### src/rtl/uart_pkg.sv
// Shared UART definitions: parity mode and serializer state encodings, legal
// frame widths, and the parity resolution used by both TX and RX sides.
package uart_pkg;

    typedef enum logic [2:0] {
        PAR_NONE  = 3'd0,
        PAR_EVEN  = 3'd1,
        PAR_ODD   = 3'd2,
        PAR_MARK  = 3'd3,
        PAR_SPACE = 3'd4
    } par_mode_e;

    typedef enum logic [1:0] {
        ST_IDLE = 2'd0,
        ST_DATA = 2'd1,
        ST_PAR  = 2'd2
    } state_e;

    localparam int DATA_W_MIN = 5;
    localparam int DATA_W_MAX = 9;

    // Encodings 5..7 are reserved and behave as "no parity".
    function automatic logic par_enabled(input logic [2:0] mode);
        return (mode == PAR_EVEN) || (mode == PAR_ODD) ||
               (mode == PAR_MARK) || (mode == PAR_SPACE);
    endfunction

    // x is the XOR of all data bits of the frame.
    function automatic logic par_resolve(input logic [2:0] mode, input logic x);
        logic p;
        p = 1'b0;
        case (mode)
            PAR_EVEN:  p = x;
            PAR_ODD:   p = ~x;
            PAR_MARK:  p = 1'b1;
            PAR_SPACE: p = 1'b0;
            default:   p = 1'b0;
        endcase
        return p;
    endfunction

endpackage

### src/rtl/parity_serializer.sv
// Serialises one data word LSB-first per baud tick and appends the selected
// parity bit; feeds the start/stop framer of the UART transmitter.
module parity_serializer
    import uart_pkg::*;
#(
    parameter int DATA_W = 8
) (
    input  logic              clk,
    input  logic              rst,
    input  logic              tick,
    input  logic              in_valid,
    output logic              in_ready,
    input  logic [DATA_W-1:0] in_data,
    input  logic [2:0]        par_mode,
    output logic              bit_out,
    output logic              busy,
    output logic              parity,
    output logic              done
);

    localparam int CNT_W = $clog2(DATA_W) + 1;

    state_e             state_q, state_d;
    logic [DATA_W-1:0]  sreg_q, sreg_d;
    logic [2:0]         mode_q, mode_d;
    logic [CNT_W-1:0]   cnt_q, cnt_d;
    logic               acc_q, acc_d;
    logic               bit_out_q, bit_out_d;
    logic               parity_q, parity_d;
    logic               done_q, done_d;

    logic               last_bit;
    logic               x_final;

    assign last_bit = (cnt_q == CNT_W'(DATA_W - 1));
    assign x_final  = acc_q ^ sreg_q[0];

    always_comb begin
        state_d   = state_q;
        sreg_d    = sreg_q;
        mode_d    = mode_q;
        cnt_d     = cnt_q;
        acc_d     = acc_q;
        bit_out_d = bit_out_q;
        parity_d  = parity_q;
        done_d    = 1'b0;

        case (state_q)
            ST_IDLE: begin
                bit_out_d = 1'b1;
                // A tick on the accepting edge is deliberately not consumed.
                if (in_valid) begin
                    sreg_d    = in_data;
                    mode_d    = par_mode;
                    cnt_d     = '0;
                    acc_d     = 1'b0;
                    bit_out_d = in_data[0];
                    state_d   = ST_DATA;
                end
            end
            ST_DATA: begin
                if (tick) begin
                    acc_d  = x_final;
                    sreg_d = sreg_q >> 1;
                    cnt_d  = cnt_q + CNT_W'(1);
                    if (!last_bit) begin
                        bit_out_d = sreg_q[1];
                    end else if (par_enabled(mode_q)) begin
                        parity_d  = par_resolve(mode_q, x_final);
                        bit_out_d = par_resolve(mode_q, x_final);
                        state_d   = ST_PAR;
                    end else begin
                        parity_d  = 1'b0;
                        bit_out_d = 1'b1;
                        done_d    = 1'b1;
                        state_d   = ST_IDLE;
                    end
                end
            end
            ST_PAR: begin
                if (tick) begin
                    bit_out_d = 1'b1;
                    done_d    = 1'b1;
                    state_d   = ST_IDLE;
                end
            end
            default: begin
                bit_out_d = 1'b1;
                state_d   = ST_IDLE;
            end
        endcase
    end

    always_ff @(posedge clk) begin
        if (rst) begin
            state_q   <= ST_IDLE;
            sreg_q    <= '0;
            mode_q    <= PAR_NONE;
            cnt_q     <= '0;
            acc_q     <= 1'b0;
            bit_out_q <= 1'b1;
            parity_q  <= 1'b0;
            done_q    <= 1'b0;
        end else begin
            state_q   <= state_d;
            sreg_q    <= sreg_d;
            mode_q    <= mode_d;
            cnt_q     <= cnt_d;
            acc_q     <= acc_d;
            bit_out_q <= bit_out_d;
            parity_q  <= parity_d;
            done_q    <= done_d;
        end
    end

    assign in_ready = (state_q == ST_IDLE);
    assign busy     = (state_q != ST_IDLE);
    assign bit_out  = bit_out_q;
    assign parity   = parity_q;
    assign done     = done_q;

endmodule

### config.mk
export PLATFORM = sky130hd
export DESIGN_NAME = parity_serializer
export DESIGN_NICKNAME = d
export VERILOG_FILES = /design/src/rtl/uart_pkg.sv /design/src/rtl/parity_serializer.sv
export SDC_FILE = /design/constraint.sdc
export NUM_CORES = 1
export LEC_CHECK = 0
export ABC_CLOCK_PERIOD_IN_PS = 1500
export CAP_MARGIN = 15
export CORE_AREA = 2 2 44 63
export CTS_BUF_LIST = sky130_fd_sc_hd__clkbuf_8
export CTS_CLUSTER_DIAMETER = 150
export DETAILED_ROUTE_END_ITERATION = 10
export DIE_AREA = 0 0 46 65
export PLACE_DENSITY_LB_ADDON = 0.2
export REMOVE_ABC_BUFFERS = 1
export SLEW_MARGIN = 40
export SYNTH_ARGS = -nofsm -noshare
export SYNTH_HDL_FRONTEND = slang
export SYNTH_SLANG_ARGS = --single-unit
### constraint.sdc
create_clock -name clk -period 1.5 [get_ports clk]
set_input_delay 0.45 -clock clk [delete_from_list [all_inputs] [get_ports clk]]
set_output_delay 0.45 -clock clk [all_outputs]
set_load 0.03 [all_outputs]
==> key figures <==
Placed design
  • Placed cell areas: 1400 um2
  • Final RePlAce weighted congestion: 0.878
  • Hpwl dp: 1910 um
  • Port-buffer cells: 19
  • Placed cell count: 172
  • DP Worst Slack: -0.439 ns

Finish
  • Area occupied by multi-input gates: 781 um2
  • Final Non-Filler Cells: 184
  • Area delta synth->final: 51.4%
  • Fin nets: 180
  • Post-route cell area: 1700 um2
  • Register area: 425 um2
  • Share of layout cells above drive strength 1: 40.0%
  • # fillers: 184
  • Post-layout util: 68.4%
  • Inserted Diodes: 0

Power and ir drop
  • P_int: 1.31 mW
  • Switching fraction of total power: 35.2%
  • LEAKAGE: 0.653 nW
  • Combinational fraction of design power: 47.3%
  • Psw: 0.712 mW
  • Peak VDD IR: 0.890 mV
  • Overall Power: 2.02 mW
  • PwrDens: 1190 nW/um2
  • Clock share of power: 18.8%
  • Seq pwr share: 34.0%

Route
  • Vias per cell: 5.63
  • Routed len/inst: 15.8 um
  • 1st-iter DRT viols: 20
  • Drt total wl: 2910 um
  • Via count: 1,036
  • Antenna Nets Post-Route: 0
  • Drt pass-1 iters: 5
  • DRC viols: 0

Yosys
  • Synthesized instance count: 123
  • Synth unique cells: 37
  • Synth warn: 0
  • Seq/Total Area, Yosys: 37.5%
  • Seq cells post-synth: 21
  • Synth Cell Area: 1120 um2
  • Mean area per synthesized cell: 9.10 um2

Critical path
  • Critical path class: flip-flop to output port
  • Largest stage delay on the critical path: 0.38 ns
  • Worst Reg-to-Reg Cells: 8
  • CP max stage cell: dfxtp_4
  • Worst path required time: 1.05 ns
  • Reg2reg start: state_q[0]
  • Family with the most delay on the worst path: flip-flops
  • Worst reg-to-reg setup slack: -0.06 ns
  • Worst Setup End Kind: output port
  • CP arrival: 1.13 ns
  • Worst path bufs/invs: 4
  • Crit-path max FO: 3
  • Crit-path most repeated cell: buf_6
  • Critical path, cell by cell: inv_4 -> ha_4 -> buf_6 -> inv_2 -> buf_6
  • Crit start category: flip-flop
  • Worst flop-to-flop path endpoint: sreg_q[0]

STA
  • Worst clock skew: 0.00256 ns
  • Fin. max-slew vios: 0
  • Final Cycle Share: 106%
  • Minimum clock period: 1.58 ns
  • Final-report setup violation count: 10
  • RSZ-0062 raised after global routing: true
  • Fmax: 631 MHz
  • Worst Tran Pin Value: 0.291 ns
  • Slew headroom: 80.1%
  • Final hold vios: 0
  • Worst Setup Slack, final: -0.0845 ns

Clock network
  • H-Tree Depth: 1
  • TritonCTS clock tree: yes
  • Clk_lat worst skew: 0.26 ns
  • Clk slew on worst S/H paths: 0.08 ns
  • Root buffer cell: clkbuf_8
  • Num CTS Buffers: 3
  • Clock Sink Count: 21
  • Clk buf depth: 2

Hold path
  • Critical hold path startpoint: parity
  • Hold path depth: 2
  • Hold Crit Class: flip-flop to flip-flop
  • Worst Hold End: parity

Outcome
  • Failing checks: setup timing
  • Outcome: finished, violations left

Die
  • Core Rows: 22
  • Core Area: 2480 um2
  • Die Wd: 46 um
  • Die area: 2990 um2
  • Starting Density: 45.2%
  • Die Y: 65 um
  • IO Pins: 20

GRT
  • Largest net degree at the start of global routing: 13
  • First-pass GRT wire length: 4750 um
  • Vias in the first global route: 1,086
  • M3 GR Usage: 4.74%
  • GRT Overall Usage: 22.1%
  • Global Route met2 Usage: 37.5%
  • Initial antenna violation count: 0
  • Gr ovfl total: 0
  • GRT busiest layer: met2
  • GR met1 Demand/Resource: 25.0%

Job
  • Max cap viols: 0
[power by group through the flow]
stage,sequential [mW],clock [mW],combinational (mW)
6_report,0.686,0.379,0.955
2_1_floorplan,0.683,0,0.391
3_5_place_dp,0.682,0,0.647
4_1_cts,0.683,0.389,0.867
3_3_place_gp,0.680,0,0.639
5_1_grt,0.694,0.417,1.02
[timing repair]
| action | 4_1_cts | 5_1_grt |
|---|---|---|
| endpoints found under the setup margin | 18 | 14 |
| resized for setup | 36 | 10 |
| buffers inserted | 4 | 4 |
| gates cloned | 1 | 0 |
| hold buffers | 0 | 0 |
| pin swaps | 10 | 4 |
[cell usage in the layout, fill, tap and decap left out, types with 5 or more instances in the layout]
cell	instances
a211oi_2	6
a21oi_1	7
buf_4	17
clkdlybuf4s50_1	12
dfxtp_1	19
dlygate4sd2_1	5
mux2i_1	10
nand2_1	7
nand3_1	7
nor2_1	8
nor2_2	6
[Yosys cell counts, drive strengths merged]
cell    number  area share, %
and4b        1           0.89
o22ai        1           0.56
a211oi       8            6.7
a21boi       1           0.67
mux2         1            1.0
o221ai       1           0.78
a22oi        1           0.67
o21ai        1           0.45
nor2        16            6.5
inv          4            1.3
buf          6            3.9
nand2        9            3.0
a21oi        8            3.6
ha           4            4.5
xnor2        2            1.6
xor2         2            1.6
and3         1           0.56
nand3b       2            1.3
mux2i       11             10
nor3         3            1.3
nor2b        1           0.56
or2          1           0.56
o21ba        1            1.5
nand2b       4            2.2
clkbuf       1           0.33
nand3        9            4.5
dfxtp       21             38
and2b        1           0.89
o32a         1           0.89
[worst min-delay path, delay by kind of cell (launching register included)]
family	cells	cell delay, ns
AND/OR/NAND/NOR	1	0.05
flip-flops	1	0.31
AO/OA/AOI/OAI	1	0.06
[logic make-up (layout without fill, tap and decap cells)]
group	Yosys count	count (layout)	share of synthesized area, %
flip-flops	21	21	37.5
buffers and inverters	11	48	5.59
XOR/XNOR	4	4	3.13
multiplexers	12	12	11.2
AND/OR/NAND/NOR	48	48	22.3
AO/OA/AOI/OAI	23	23	15.8
adder cells (fa/ha/maj)	4	4	4.47
[through the flow]
step	setup TNS, ns	hold slack [ns]
final	-0.279	0.467
after detailed placement	-4.24	0.465
after global placement	-3.96	0.444
after floorplan	-3.77	0.443
after CTS	-0.142	0.473
after global routing	-0.858	0.511
[state kept, by name (all words and copies together) (netlist names)]
signal   count
acc_q        1
bit_out      1
cnt_q        4
done         1
mode_q       3
parity       1
sreg_q       8
state_q      2
[routing by layer]
| metal | part of all wire (%) | up-vias |
|---|---|---|
| met5 | 0 | - |
| met2 | 53 | 29 |
| met4 | 4.8 | 0 |
| met1 | 38 | 490 |
| met3 | 3.6 | 15 |
| li1 | - | 502 |
[how the worst max path moves through the flow]
stage | from | end | slack [ns] | cells past startpoint
5_1_grt | state_q[0] | busy | -0.12 | 5
6_report | state_q[0] | busy | -0.08 | 5
3_5_place_dp | in_valid | sreg_q[0] | -0.44 | 6
3_3_place_gp | in_valid | sreg_q[0] | -0.40 | 6
4_1_cts | state_q[0] | busy | -0.08 | 5
2_1_floorplan | state_q[1] | sreg_q[0] | -0.27 | 6
[cell type report]
class                   count  share of cell area [%]
multi-input cells          91                    46.1
flip-flops and latches     21                    25.1
repair buffers             40                    23.2
clock buffers               3                    2.44
well taps                  24                    1.77
inverters                   4                    1.18
clock inverters             1                   0.295
Note: power is estimated with default switching activity, not from simulation.
